<file path="src/rtl/axi_rd_pkg.sv">
// Shared AXI3 definitions for the read and write engines.
// Burst/size encodings, engine state constants and AR field bundle.
package axi_rd_pkg;

    localparam logic [1:0] AXI_BURST_FIXED = 2'b00;
    localparam logic [1:0] AXI_BURST_INCR  = 2'b01;
    localparam logic [1:0] AXI_BURST_WRAP  = 2'b10;
    localparam logic [2:0] AXI_SIZE_WORD   = 3'd2;
    localparam logic [1:0] AXI_RESP_OKAY   = 2'b00;
    localparam logic [3:0] AXI_ID_ICACHE   = 4'd0;
    localparam logic [3:0] AXI_ID_DCACHE   = 4'd1;

    typedef enum logic [1:0] {
        RD_IDLE = 2'd0,
        RD_AR   = 2'd1,
        RD_R    = 2'd2
    } rd_state_t;

    typedef enum logic [1:0] {
        WR_IDLE = 2'd0,
        WR_AW   = 2'd1,
        WR_W    = 2'd2,
        WR_B    = 2'd3
    } wr_state_t;

    typedef struct packed {
        logic [7:0] len;
        logic [2:0] size;
        logic [1:0] burst;
    } ar_ctl_t;

    // AXI arlen for one full cache line of 32-bit words
    function automatic logic [7:0] line_len(input int bytes);
        return 8'(bytes / 4 - 1);
    endfunction

endpackage

</file>
<file path="src/rtl/axi_rd_if.sv">
// AXI3 read-address and read-data channels.
// master drives AR and rready; slave drives arready and R.
interface axi_rd_if;

    logic [3:0]  arid;
    logic [31:0] araddr;
    logic [7:0]  arlen;
    logic [2:0]  arsize;
    logic [1:0]  arburst;
    logic [1:0]  arlock;
    logic [3:0]  arcache;
    logic [2:0]  arprot;
    logic        arvalid;
    logic        arready;

    logic [3:0]  rid;
    logic [31:0] rdata;
    logic [1:0]  rresp;
    logic        rlast;
    logic        rvalid;
    logic        rready;

    modport master (
        output arid, araddr, arlen, arsize, arburst,
        output arlock, arcache, arprot, arvalid,
        input  arready,
        input  rid, rdata, rresp, rlast, rvalid,
        output rready
    );

    modport slave (
        input  arid, araddr, arlen, arsize, arburst,
        input  arlock, arcache, arprot, arvalid,
        output arready,
        output rid, rdata, rresp, rlast, rvalid,
        input  rready
    );

endinterface

</file>
<file path="src/rtl/axi_rd_mux.sv">
// One-hot AND-OR multiplexer.
// sel must be one-hot; an all-zero sel yields zero.
module axi_rd_mux #(
    parameter int W = 1,
    parameter int N = 2
) (
    input  logic [N-1:0]        sel,
    input  logic [N-1:0][W-1:0] din,
    output logic [W-1:0]        dout
);

    always_comb begin
        dout = '0;
        for (int k = 0; k < N; k++) begin
            dout = dout | (din[k] & {W{sel[k]}});
        end
    end

endmodule

</file>
<file path="src/rtl/axi_rd.sv">
// AXI3 read engine shared by the i-cache and d-cache.
// One transaction at a time; the d-cache has fixed priority.
module axi_rd
    import axi_rd_pkg::*;
#(
    parameter int D_BYTES_PER_LINE = 16,
    parameter int I_BYTES_PER_LINE = 16
) (
    input  logic        clk,
    input  logic        reset,

    input  logic        i_rd_req,
    input  logic [31:0] i_rd_addr,
    output logic        i_rd_rdy,

    input  logic        d_rd_req,
    input  logic        d_rd_burst,
    input  logic [31:0] d_rd_addr,
    input  logic [1:0]  d_rd_size,
    output logic        d_rd_rdy,

    output logic        i_ret_valid,
    output logic        i_ret_last,
    output logic [31:0] i_ret_data,

    output logic        d_ret_valid,
    output logic        d_ret_last,
    output logic [31:0] d_ret_data,

    output logic        read_unfinish,

    axi_rd_if.master    axi
);

    localparam logic [7:0] D_LEN = line_len(D_BYTES_PER_LINE);
    localparam logic [7:0] I_LEN = line_len(I_BYTES_PER_LINE);

    rd_state_t   state_q;
    rd_state_t   state_d;
    logic        own_d_q;
    logic        burst_q;
    logic [31:0] addr_q;
    logic [1:0]  size_q;
    logic [1:0]  cnt_q;

    logic        idle;
    logic        in_ar;
    logic        in_r;
    logic        accept;
    logic        ar_hs;
    logic        r_hs;
    logic        r_done;
    logic [3:0]  st_sel;
    logic [1:0]  st_raw;

    logic [2:0]  ar_sel;
    ar_ctl_t     ar_d;
    ar_ctl_t     ar_i;
    ar_ctl_t     ar_s;
    logic [$bits(ar_ctl_t)-1:0] ar_raw;
    ar_ctl_t     ar_ctl;

    logic        unused_ok;

    always_ff @(posedge clk or posedge reset) begin
        if (reset) begin
            state_q <= RD_IDLE;
            own_d_q <= 1'b0;
            cnt_q   <= 2'd0;
        end else begin
            state_q <= state_d;
            if (accept) begin
                own_d_q <= d_rd_rdy;
                cnt_q   <= 2'd0;
            end else if (r_hs) begin
                cnt_q   <= cnt_q + 2'd1;
            end
        end
    end

    // Request fields are only consumed after an accept, so no reset
    always_ff @(posedge clk) begin
        if (accept) begin
            addr_q  <= d_rd_rdy ? d_rd_addr  : i_rd_addr;
            burst_q <= d_rd_rdy ? d_rd_burst : 1'b1;
            size_q  <= d_rd_rdy ? d_rd_size  : 2'd2;
        end
    end

    always_comb begin
        idle     = (state_q == RD_IDLE);
        in_ar    = (state_q == RD_AR);
        in_r     = (state_q == RD_R);
        d_rd_rdy = idle & ~reset & d_rd_req;
        i_rd_rdy = idle & ~reset & i_rd_req & ~d_rd_req;
        accept   = d_rd_rdy | i_rd_rdy;
        ar_hs    = in_ar & axi.arready;
        r_hs     = in_r & axi.rvalid;
        r_done   = r_hs & axi.rlast;
        st_sel   = {r_done, ar_hs, accept,
                    ~(r_done | ar_hs | accept)};
        ar_sel   = {own_d_q & burst_q, ~own_d_q,
                    own_d_q & ~burst_q};
        ar_d     = '{len: D_LEN, size: AXI_SIZE_WORD,
                     burst: AXI_BURST_INCR};
        ar_i     = '{len: I_LEN, size: AXI_SIZE_WORD,
                     burst: AXI_BURST_INCR};
        ar_s     = '{len: 8'd0, size: {1'b0, size_q},
                     burst: AXI_BURST_FIXED};
    end

    axi_rd_mux #(.W(2), .N(4)) u_st_mux (
        .sel  (st_sel),
        .din  ({RD_IDLE, RD_R, RD_AR, state_q}),
        .dout (st_raw)
    );

    assign state_d = rd_state_t'(st_raw);

    axi_rd_mux #(.W($bits(ar_ctl_t)), .N(3)) u_ar_mux (
        .sel  (ar_sel),
        .din  ({ar_d, ar_i, ar_s}),
        .dout (ar_raw)
    );

    assign ar_ctl = ar_ctl_t'(ar_raw);

    assign axi.arid    = own_d_q ? AXI_ID_DCACHE : AXI_ID_ICACHE;
    assign axi.araddr  = addr_q;
    assign axi.arlen   = ar_ctl.len;
    assign axi.arsize  = ar_ctl.size;
    assign axi.arburst = ar_ctl.burst;
    assign axi.arlock  = 2'b00;
    assign axi.arcache = 4'b0000;
    assign axi.arprot  = 3'b000;
    assign axi.arvalid = in_ar;
    assign axi.rready  = in_r;

    assign d_ret_valid = in_r & own_d_q & axi.rvalid;
    assign d_ret_last  = own_d_q & axi.rlast;
    assign d_ret_data  = axi.rdata;
    assign i_ret_valid = in_r & ~own_d_q & axi.rvalid;
    assign i_ret_last  = ~own_d_q & axi.rlast;
    assign i_ret_data  = axi.rdata;

    assign read_unfinish = ~idle | i_rd_req | d_rd_req;

    // rid/rresp are ignored; the beat count never forces termination
    assign unused_ok = ^{axi.rid, axi.rresp, cnt_q};

endmodule

</file>
<file path="src/flat_wrapper.sv">
// flat-port wrapper written by rule: the top's interface ports become plain ports
module axi_rd_flat import axi_rd_pkg::*;
#(
    parameter int D_BYTES_PER_LINE = 16,
    parameter int I_BYTES_PER_LINE = 16
)
  (clk, reset, i_rd_req, i_rd_addr, i_rd_rdy, d_rd_req, d_rd_burst, d_rd_addr, d_rd_size, d_rd_rdy, i_ret_valid, i_ret_last, i_ret_data, d_ret_valid, d_ret_last, d_ret_data, read_unfinish, axi_arid, axi_araddr, axi_arlen, axi_arsize, axi_arburst, axi_arlock, axi_arcache, axi_arprot, axi_arvalid, axi_arready, axi_rid, axi_rdata, axi_rresp, axi_rlast, axi_rvalid, axi_rready);
  axi_rd_if axi_i ();
  input  logic clk;
  input  logic reset;
  input  logic i_rd_req;
  input  logic [31:0] i_rd_addr;
  output logic i_rd_rdy;
  input  logic d_rd_req;
  input  logic d_rd_burst;
  input  logic [31:0] d_rd_addr;
  input  logic [1:0] d_rd_size;
  output logic d_rd_rdy;
  output logic i_ret_valid;
  output logic i_ret_last;
  output logic [31:0] i_ret_data;
  output logic d_ret_valid;
  output logic d_ret_last;
  output logic [31:0] d_ret_data;
  output logic read_unfinish;
  output wire logic [$bits(axi_i.arid)-1:0] axi_arid;
  output wire logic [$bits(axi_i.araddr)-1:0] axi_araddr;
  output wire logic [$bits(axi_i.arlen)-1:0] axi_arlen;
  output wire logic [$bits(axi_i.arsize)-1:0] axi_arsize;
  output wire logic [$bits(axi_i.arburst)-1:0] axi_arburst;
  output wire logic [$bits(axi_i.arlock)-1:0] axi_arlock;
  output wire logic [$bits(axi_i.arcache)-1:0] axi_arcache;
  output wire logic [$bits(axi_i.arprot)-1:0] axi_arprot;
  output wire logic [$bits(axi_i.arvalid)-1:0] axi_arvalid;
  input wire logic [$bits(axi_i.arready)-1:0] axi_arready;
  input wire logic [$bits(axi_i.rid)-1:0] axi_rid;
  input wire logic [$bits(axi_i.rdata)-1:0] axi_rdata;
  input wire logic [$bits(axi_i.rresp)-1:0] axi_rresp;
  input wire logic [$bits(axi_i.rlast)-1:0] axi_rlast;
  input wire logic [$bits(axi_i.rvalid)-1:0] axi_rvalid;
  output wire logic [$bits(axi_i.rready)-1:0] axi_rready;
  assign axi_arid = axi_i.arid;
  assign axi_araddr = axi_i.araddr;
  assign axi_arlen = axi_i.arlen;
  assign axi_arsize = axi_i.arsize;
  assign axi_arburst = axi_i.arburst;
  assign axi_arlock = axi_i.arlock;
  assign axi_arcache = axi_i.arcache;
  assign axi_arprot = axi_i.arprot;
  assign axi_arvalid = axi_i.arvalid;
  assign axi_i.arready = axi_arready;
  assign axi_i.rid = axi_rid;
  assign axi_i.rdata = axi_rdata;
  assign axi_i.rresp = axi_rresp;
  assign axi_i.rlast = axi_rlast;
  assign axi_i.rvalid = axi_rvalid;
  assign axi_rready = axi_i.rready;
  axi_rd #(.D_BYTES_PER_LINE(D_BYTES_PER_LINE), .I_BYTES_PER_LINE(I_BYTES_PER_LINE)) u_core (.clk(clk), .reset(reset), .i_rd_req(i_rd_req), .i_rd_addr(i_rd_addr), .i_rd_rdy(i_rd_rdy), .d_rd_req(d_rd_req), .d_rd_burst(d_rd_burst), .d_rd_addr(d_rd_addr), .d_rd_size(d_rd_size), .d_rd_rdy(d_rd_rdy), .i_ret_valid(i_ret_valid), .i_ret_last(i_ret_last), .i_ret_data(i_ret_data), .d_ret_valid(d_ret_valid), .d_ret_last(d_ret_last), .d_ret_data(d_ret_data), .read_unfinish(read_unfinish), .axi(axi_i));
endmodule
</file>
<file path="config.mk">
export PLATFORM = sky130hd
export DESIGN_NAME = axi_rd_flat
export DESIGN_NICKNAME = d
export VERILOG_FILES = /design/src/rtl/axi_rd_pkg.sv /design/src/rtl/axi_rd_if.sv /design/src/rtl/axi_rd_mux.sv /design/src/rtl/axi_rd.sv /design/src/flat_wrapper.sv
export SDC_FILE = /design/constraint.sdc
export NUM_CORES = 1
export LEC_CHECK = 0
export CORE_MARGIN = 2
export CORE_UTILIZATION = 30
export DETAILED_ROUTE_END_ITERATION = 7
export PLACE_DENSITY = 0.91
export SETUP_SLACK_MARGIN = 0.5
export SLEW_MARGIN = 10
export SYNTH_ARGS = -nofsm -noshare
export SYNTH_HDL_FRONTEND = slang
export SYNTH_SLANG_ARGS = --single-unit
</file>
<file path="constraint.sdc">
create_clock -name clk -period 3.35 [get_ports clk]
set_input_delay 0.67 -clock clk [delete_from_list [all_inputs] [get_ports clk]]
set_output_delay 0.67 -clock clk [all_outputs]
set_load 0.01 [all_outputs]
</file>
==> metrics.cfg, run 1 <==
[outcome]
run_status = finished, final reports clean

[placed_design]
place_inst = 343
portBuffers = 120
dp.final_hpwl_mm = 4.04
place.gp.congestion = 0.840

[grt]
grt_usage_pct = 11.2
grt_antenna_before_repair = 0
grt_first_pass_wirelength_mm = 7.54
grt-ovfl-total = 0
number_of_global_route_vias_before_repair = 1517
grt_max_degree = 37

[power_and_ir_drop]
irDropWorstVdd_mv = 0.188
power_density_nw_per_um2 = 491
leakage_nw = 1.22

[yosys]
sequential_share_of_the_synthesized_area_pct = 45.9
synth_cell_type_count = 28
synth_seq_cells = 38
postSynth.asyncResetShare_pct = 7.89
post_synth_edffs = 35
synthesis.area_um2 = 2450
synthesis.instances = 190
synth_area_per_cell_um2 = 12.9
synth_flop_cell = edfxtp_1
ys_warn_count = 0

[floorplanning]
die_area_um2 = 8920
horiz_die_dim_um = 94.5
floorplan.rows = 32
floorplan.initialDensity_pct = 31.3
core_area_um2 = 7850
fp.dieH_um = 94.5
io_pins = 243

[route]
postRouteAntennaNets = 0
route.vias.total = 1443
drtIter0Drc = 34
post-route-drc-count = 0
detail_route.first_pass.iterations = 4
route.detailed.wl_per_inst_um = 14.7
routed_wl_mm = 5.16
avgViaCountPerCell = 4.11

[setup_path]
ordered_cell_list_for_the_critical_path = clkdlybuf4s50_1 -> or3_4 -> nor3b_1 -> dlygate4sd2_1
cp_data_arrival_time_ns = 2.04
timing.critical_path.fanout_max = 4
cp_startpoint = reset
cp_slowest_stage_delay_ns = 0.50
cp-end-kind = output pin
reg_to_reg_startpoint = u_core.state_q[1]
required_ns = 2.68
critical_path.slowest_cell = clkdlybuf4s50_1
critical_path.top_delay_family = buffers and inverters
timing.setup.critical_path_class = in -> out
critPathBufInv = 2
worst_setup_path_start_kind = input pin

[timing]
final.setup.tns_ns = 0
final-hold-violation-count = 0
worst_pin_slew_ns = 0.561
finalMaxSlewViolations = 0
worst_slew_margin_rel_pct = 62.6
max_clock_freq_mhz = 369
hold_slack_ns = 0.657
finalWorstPathRequiredPeriod_ns = 2.71
fin_skew_ns = 0.00343
setup_viol = 0
period_share_pct = 80.9
grt_setup_unrepaired = false

[clocking]
cts.sinks = 38
h-tree-depth = 2
cts_tree = yes
clock_latency_of_the_later_clocked_register_in_the_worst_skew_pair_ns = 0.29
clockRootBuffer = clkbuf_8
clk_transition_reported_paths_ns = 0.07
cts_post_setup_buffers_inserted = 0
quantity_of_hold_fixing_buffers_added_after_cts = 0
clock_tree.buffer_depth = 2
post_cts_resized = 2
cts_inserted_buffers = 5

[final_layout]
postLayoutCoreUtil_pct = 41.7
layout_common_cells = clkdlybuf4s50_1 (119), edfxtp_1 (35), mux2_4 (20), conb_1 (20), mux2_2 (7)
fillers = 749
finish.cell_count_without_fillers = 351
layout_cells_sized_above_1_pct = 16.5
area_growth_pct = 33.2
antenna_diode_count = 0
layout_commonest_cell = clkdlybuf4s50_1
number_of_nets_in_the_finished_design = 360

[flow_run]
timing.max_cap.violations = 0

[min_path]
hold_path_class = reg -> reg
min_delay_startpoint = u_core.own_d_q

==> cell type report <==
class | instances | area [µm²] | share of cell area (%)
Timing Repair Buffer | 123 | 1220 | 37.4
Tap cell | 102 | 128 | 3.90
Inverter | 3 | 11.3 | 0.344
Sequential cell | 38 | 1130 | 34.4
Clock buffer | 7 | 86.3 | 2.64
Multi-Input combinational cell | 77 | 691 | 21.1
Clock inverter | 1 | 5.00 | 0.153
==> cell usage after synthesis (2+ instances only) <==
| cell | number | area (µm²) |
|---|---|---|
| buf_4 | 87 | 653 |
| edfxtp_1 | 35 | 1050 |
| mux2_4 | 20 | 300 |
| mux2_2 | 7 | 78.8 |
| mux2_1 | 5 | 56.3 |
| nor2_1 | 5 | 18.8 |
| dfrtp_1 | 3 | 75.1 |
| inv_1 | 3 | 11.3 |
| nand2b_1 | 3 | 18.8 |
| and2_1 | 2 | 12.5 |
| buf_12 | 2 | 40.0 |
| nor2b_1 | 2 | 12.5 |
==> registers in the layout, summed over array words and instances, names as in the netlist <==
name,count
u_core.state_q,2
u_core.own_d_q,1
u_core.axi.araddr,32
u_core.burst_q,1
u_core.size_q,2
==> final timing paths <==
kind	to	slack (ns)	cells after the start
min in group asynchronous	u_core.state_q[1]	0.69	2
max reg2reg	u_core.axi.araddr[29]	1.35	3
max	i_rd_rdy	0.64	4
min reg2reg	u_core.own_d_q	0.66	1
min	u_core.own_d_q	0.66	1
max in group asynchronous	u_core.own_d_q	2.53	2
==> layer usage <==
metal	vias up	global-route usage (%)	routed length (µm)
li1	655	-	-
met2	93	21.0	2840
met4	0	4.71	131
met3	17	4.63	563
met5	-	0	0
met1	678	10.7	1620
==> per-stage QoR <==
step	cell area, µm²	setup WS [ns]	power (mW)
floorplan	2530	0.966	1.07
global placement	3170	0.340	1.27
detailed placement	3170	0.346	1.29
CTS	3270	0.657	1.63
global route	3270	0.547	1.69
finish	3270	0.641	1.60
==> power breakdown <==
part / internal, mW / switching [mW] / total [mW] / leakage, nW
Combinational: 0.354 / 0.232 / 0.586 / 0.823
Sequential: 0.628 / 0.0614 / 0.690 / 0.354
Clock: 0.166 / 0.163 / 0.330 / 0.0482
==> kinds of logic (layout without fill, tap and decap cells) <==
kind of cell    after synthesis  after routing  share of synthesized area, %
simple gates                 21             21                          5.45
buf+inv                      94            134                          29.8
other cells                   1             20                         0.153
flops                        38             38                          45.9
compound gates                4              4                          1.02
mux                          32             32                          17.7
Power figures use the tool's default switching activity.
==> run 2, diff against run 1 <==
CORE_UTILIZATION = 27   (was 30)
PLACE_DENSITY = 0.87   (was 0.91)
clock period = 2.2 ns   (was 3.35 ns; I/O delays follow)
==> run 2 against run 1 <==
Effect of this change: total power is 71% higher; critical path depth is 1 lower; largest power group is now combinational logic; cell area is 12% higher; cell count is 9.4% higher; clock power is 41% higher; combinational power is 120% higher; clock skew is 0.0035 ns higher; setup slack worse by 0.31 ns; core utilization is 0.14 points higher.
==> metrics.cfg, run 2 (same netlist as run 1, synthesis figures left out) <==
[timing]
max_clock_freq_mhz = 536
grt_setup_unrepaired = true
period_share_pct = 84.8
finalMaxSlewViolations = 0  ; unchanged
fin_ws_ns = 0.335  ; -0.307 ns
fin_skew_ns = 0.00692  ; +0.00349 ns
final.setup.tns_ns = 0  ; unchanged
final-hold-violation-count = 0  ; unchanged
finalWorstPathRequiredPeriod_ns = 1.87
setup_viol = 0  ; unchanged

[floorplanning]
floorplan.rows = 34  ; +6.3%
die_area_um2 = 9870  ; +11%
horiz_die_dim_um = 99.4  ; +5.2%
floorplan.initialDensity_pct = 28.0  ; -3.3 points
core_area_um2 = 8760  ; +12%
fp.dieH_um = 99.4  ; +5.2%
io_pins = 243  ; unchanged

[clocking]
cts.sinks = 38  ; unchanged
cts_inserted_buffers = 5  ; unchanged
cts_tree = yes
h-tree-depth = 2  ; unchanged
clock_latency_of_the_later_clocked_register_in_the_worst_skew_pair_ns = 0.29  ; about the same
clk_transition_reported_paths_ns = 0.08  ; about the same
clockRootBuffer = clkbuf_8
clock_tree.buffer_depth = 2  ; unchanged

[setup_path]
timing.critical_path.fanout_max = 4  ; unchanged
cp-end-kind = output pin
worst_setup_path_start_kind = flop
cp_data_arrival_time_ns = 1.43  ; -0.61 ns
timing.setup.critical_path_class = reg -> out
required_ns = 1.76  ; -0.92 ns

[final_layout]
layout_cells_sized_above_1_pct = 32.2  ; +16 points
antenna_diode_count = 0  ; unchanged
layout_commonest_cell = clkdlybuf4s50_1
area_growth_pct = 49.2
layout_common_cells = clkdlybuf4s50_1 (102), edfxtp_1 (35), mux2_4 (32)
number_of_nets_in_the_finished_design = 387  ; +7.5%
number_of_flip_flops_under_the_largest_register_name = 32  ; unchanged
fillers = 812  ; +8.4%
postLayoutCoreUtil_pct = 41.8  ; +0.14 points

[power_and_ir_drop]
leakage_nw = 1.46  ; +19%
irDropWorstVdd_mv = 0.283  ; +51%
fin_total_pwr_mw = 2.74  ; +71%
power_density_nw_per_um2 = 748  ; +52%

[placed_design]
portBuffers = 120  ; unchanged
place.gp.congestion = 0.759  ; -9.6%
dp.final_hpwl_mm = 3.91  ; -3.1%
post-place-ws_ns = -0.308  ; -0.653 ns

[grt]
grt-ovfl-total = 0  ; unchanged
number_of_global_route_vias_before_repair = 1596  ; +5.2%
grt_first_pass_wirelength_mm = 7.94  ; +5.2%
grt_usage_pct = 10.5  ; -0.72 points
grt_max_degree = 36  ; -2.7%
grt_antenna_before_repair = 0  ; unchanged

[route]
detail_route.first_pass.iterations = 4  ; unchanged
post-route-drc-count = 0  ; unchanged
route.vias.total = 1547  ; +7.2%
routed_wl_mm = 5.53  ; +7.3%
postRouteAntennaNets = 0  ; unchanged
drtIter0Drc = 31  ; -8.8%
route.detailed.wl_per_inst_um = 14.4  ; -1.9%
avgViaCountPerCell = 4.03  ; -2.0%

[outcome]
run_status = finished, final reports clean

[min_path]
hold_path_class = in -> async

[flow_run]
timing.max_cap.violations = 0  ; unchanged

## run 2: changes by cell type in the layout (fill, tap and decap cells not counted), sizes merged
cell	before	now
dlygate4sd2	1	6
clkdlybuf4s50	119	102
buf	3	36
clkinv	1	2
clkdlybuf4s15	0	3
clkbuf	7	9
## run 2: per-stage QoR
step	hold WS [ns]	cells	cell area [µm²]
finish	0.355	384	3660
global route	0.365	384	3660
CTS	0.340	376	3510
detailed placement	0.585	355	3260
global placement	0.570	355	3260
floorplan	0.194	209	2540
## run 2: critical path, stage by stage (launching register included)
cell     delay, ns
dfrtp_2       0.45
or3_4         0.35
nor3b_2       0.18
buf_2         0.15
## run 2: layout make-up
cell class              count  area, µm²  share of cell area, %
multi-input cells          77        758                   20.7
flip-flops and latches     38       1130                   30.8
inverters                   3       13.8                  0.376
well taps                 108        135                   3.69
clock inverters             2       8.76                  0.239
repair buffers            150       1550                   42.2
clock buffers               6       72.6                   1.98
## run 2: worst paths after layout
check	startpoint	to	slack, ns	depth (start not counted)
setup / recovery	u_core.state_q[1]	i_rd_rdy	0.33	3
setup reg to reg	u_core.state_q[0]	u_core.axi.araddr[16]	0.45	6
hold reg to reg	u_core.own_d_q	u_core.own_d_q	0.65	2
hold / removal	reset	u_core.state_q[0]	0.35	4
min in group clk	axi_rlast	u_core.state_q[1]	0.54	2
max in group asynchronous	reset	u_core.state_q[1]	1.70	4
## run 2: metal layers
metal  global-route usage, %  wire length, µm  up-vias
li1                        -                -      709
met1                    11.0             1950      720
met2                    18.6             2890      109
met3                    4.08              600        9
met4                    4.43               90        0
met5                       0                0        -
## run 2: repair_timing
action,4_1_cts,5_1_grt
endpoints found under the setup margin,82,41
setup buffers,11,6
hold buffers,0,0
cloned,2,2
pin swaps,4,3
resized for setup,61,25
## run 2: power by group
part	switching (mW)	total [mW]	internal, mW
sequential	0.0538	1.01	0.959
clock	0.246	0.464	0.218
combinational	0.488	1.26	0.775
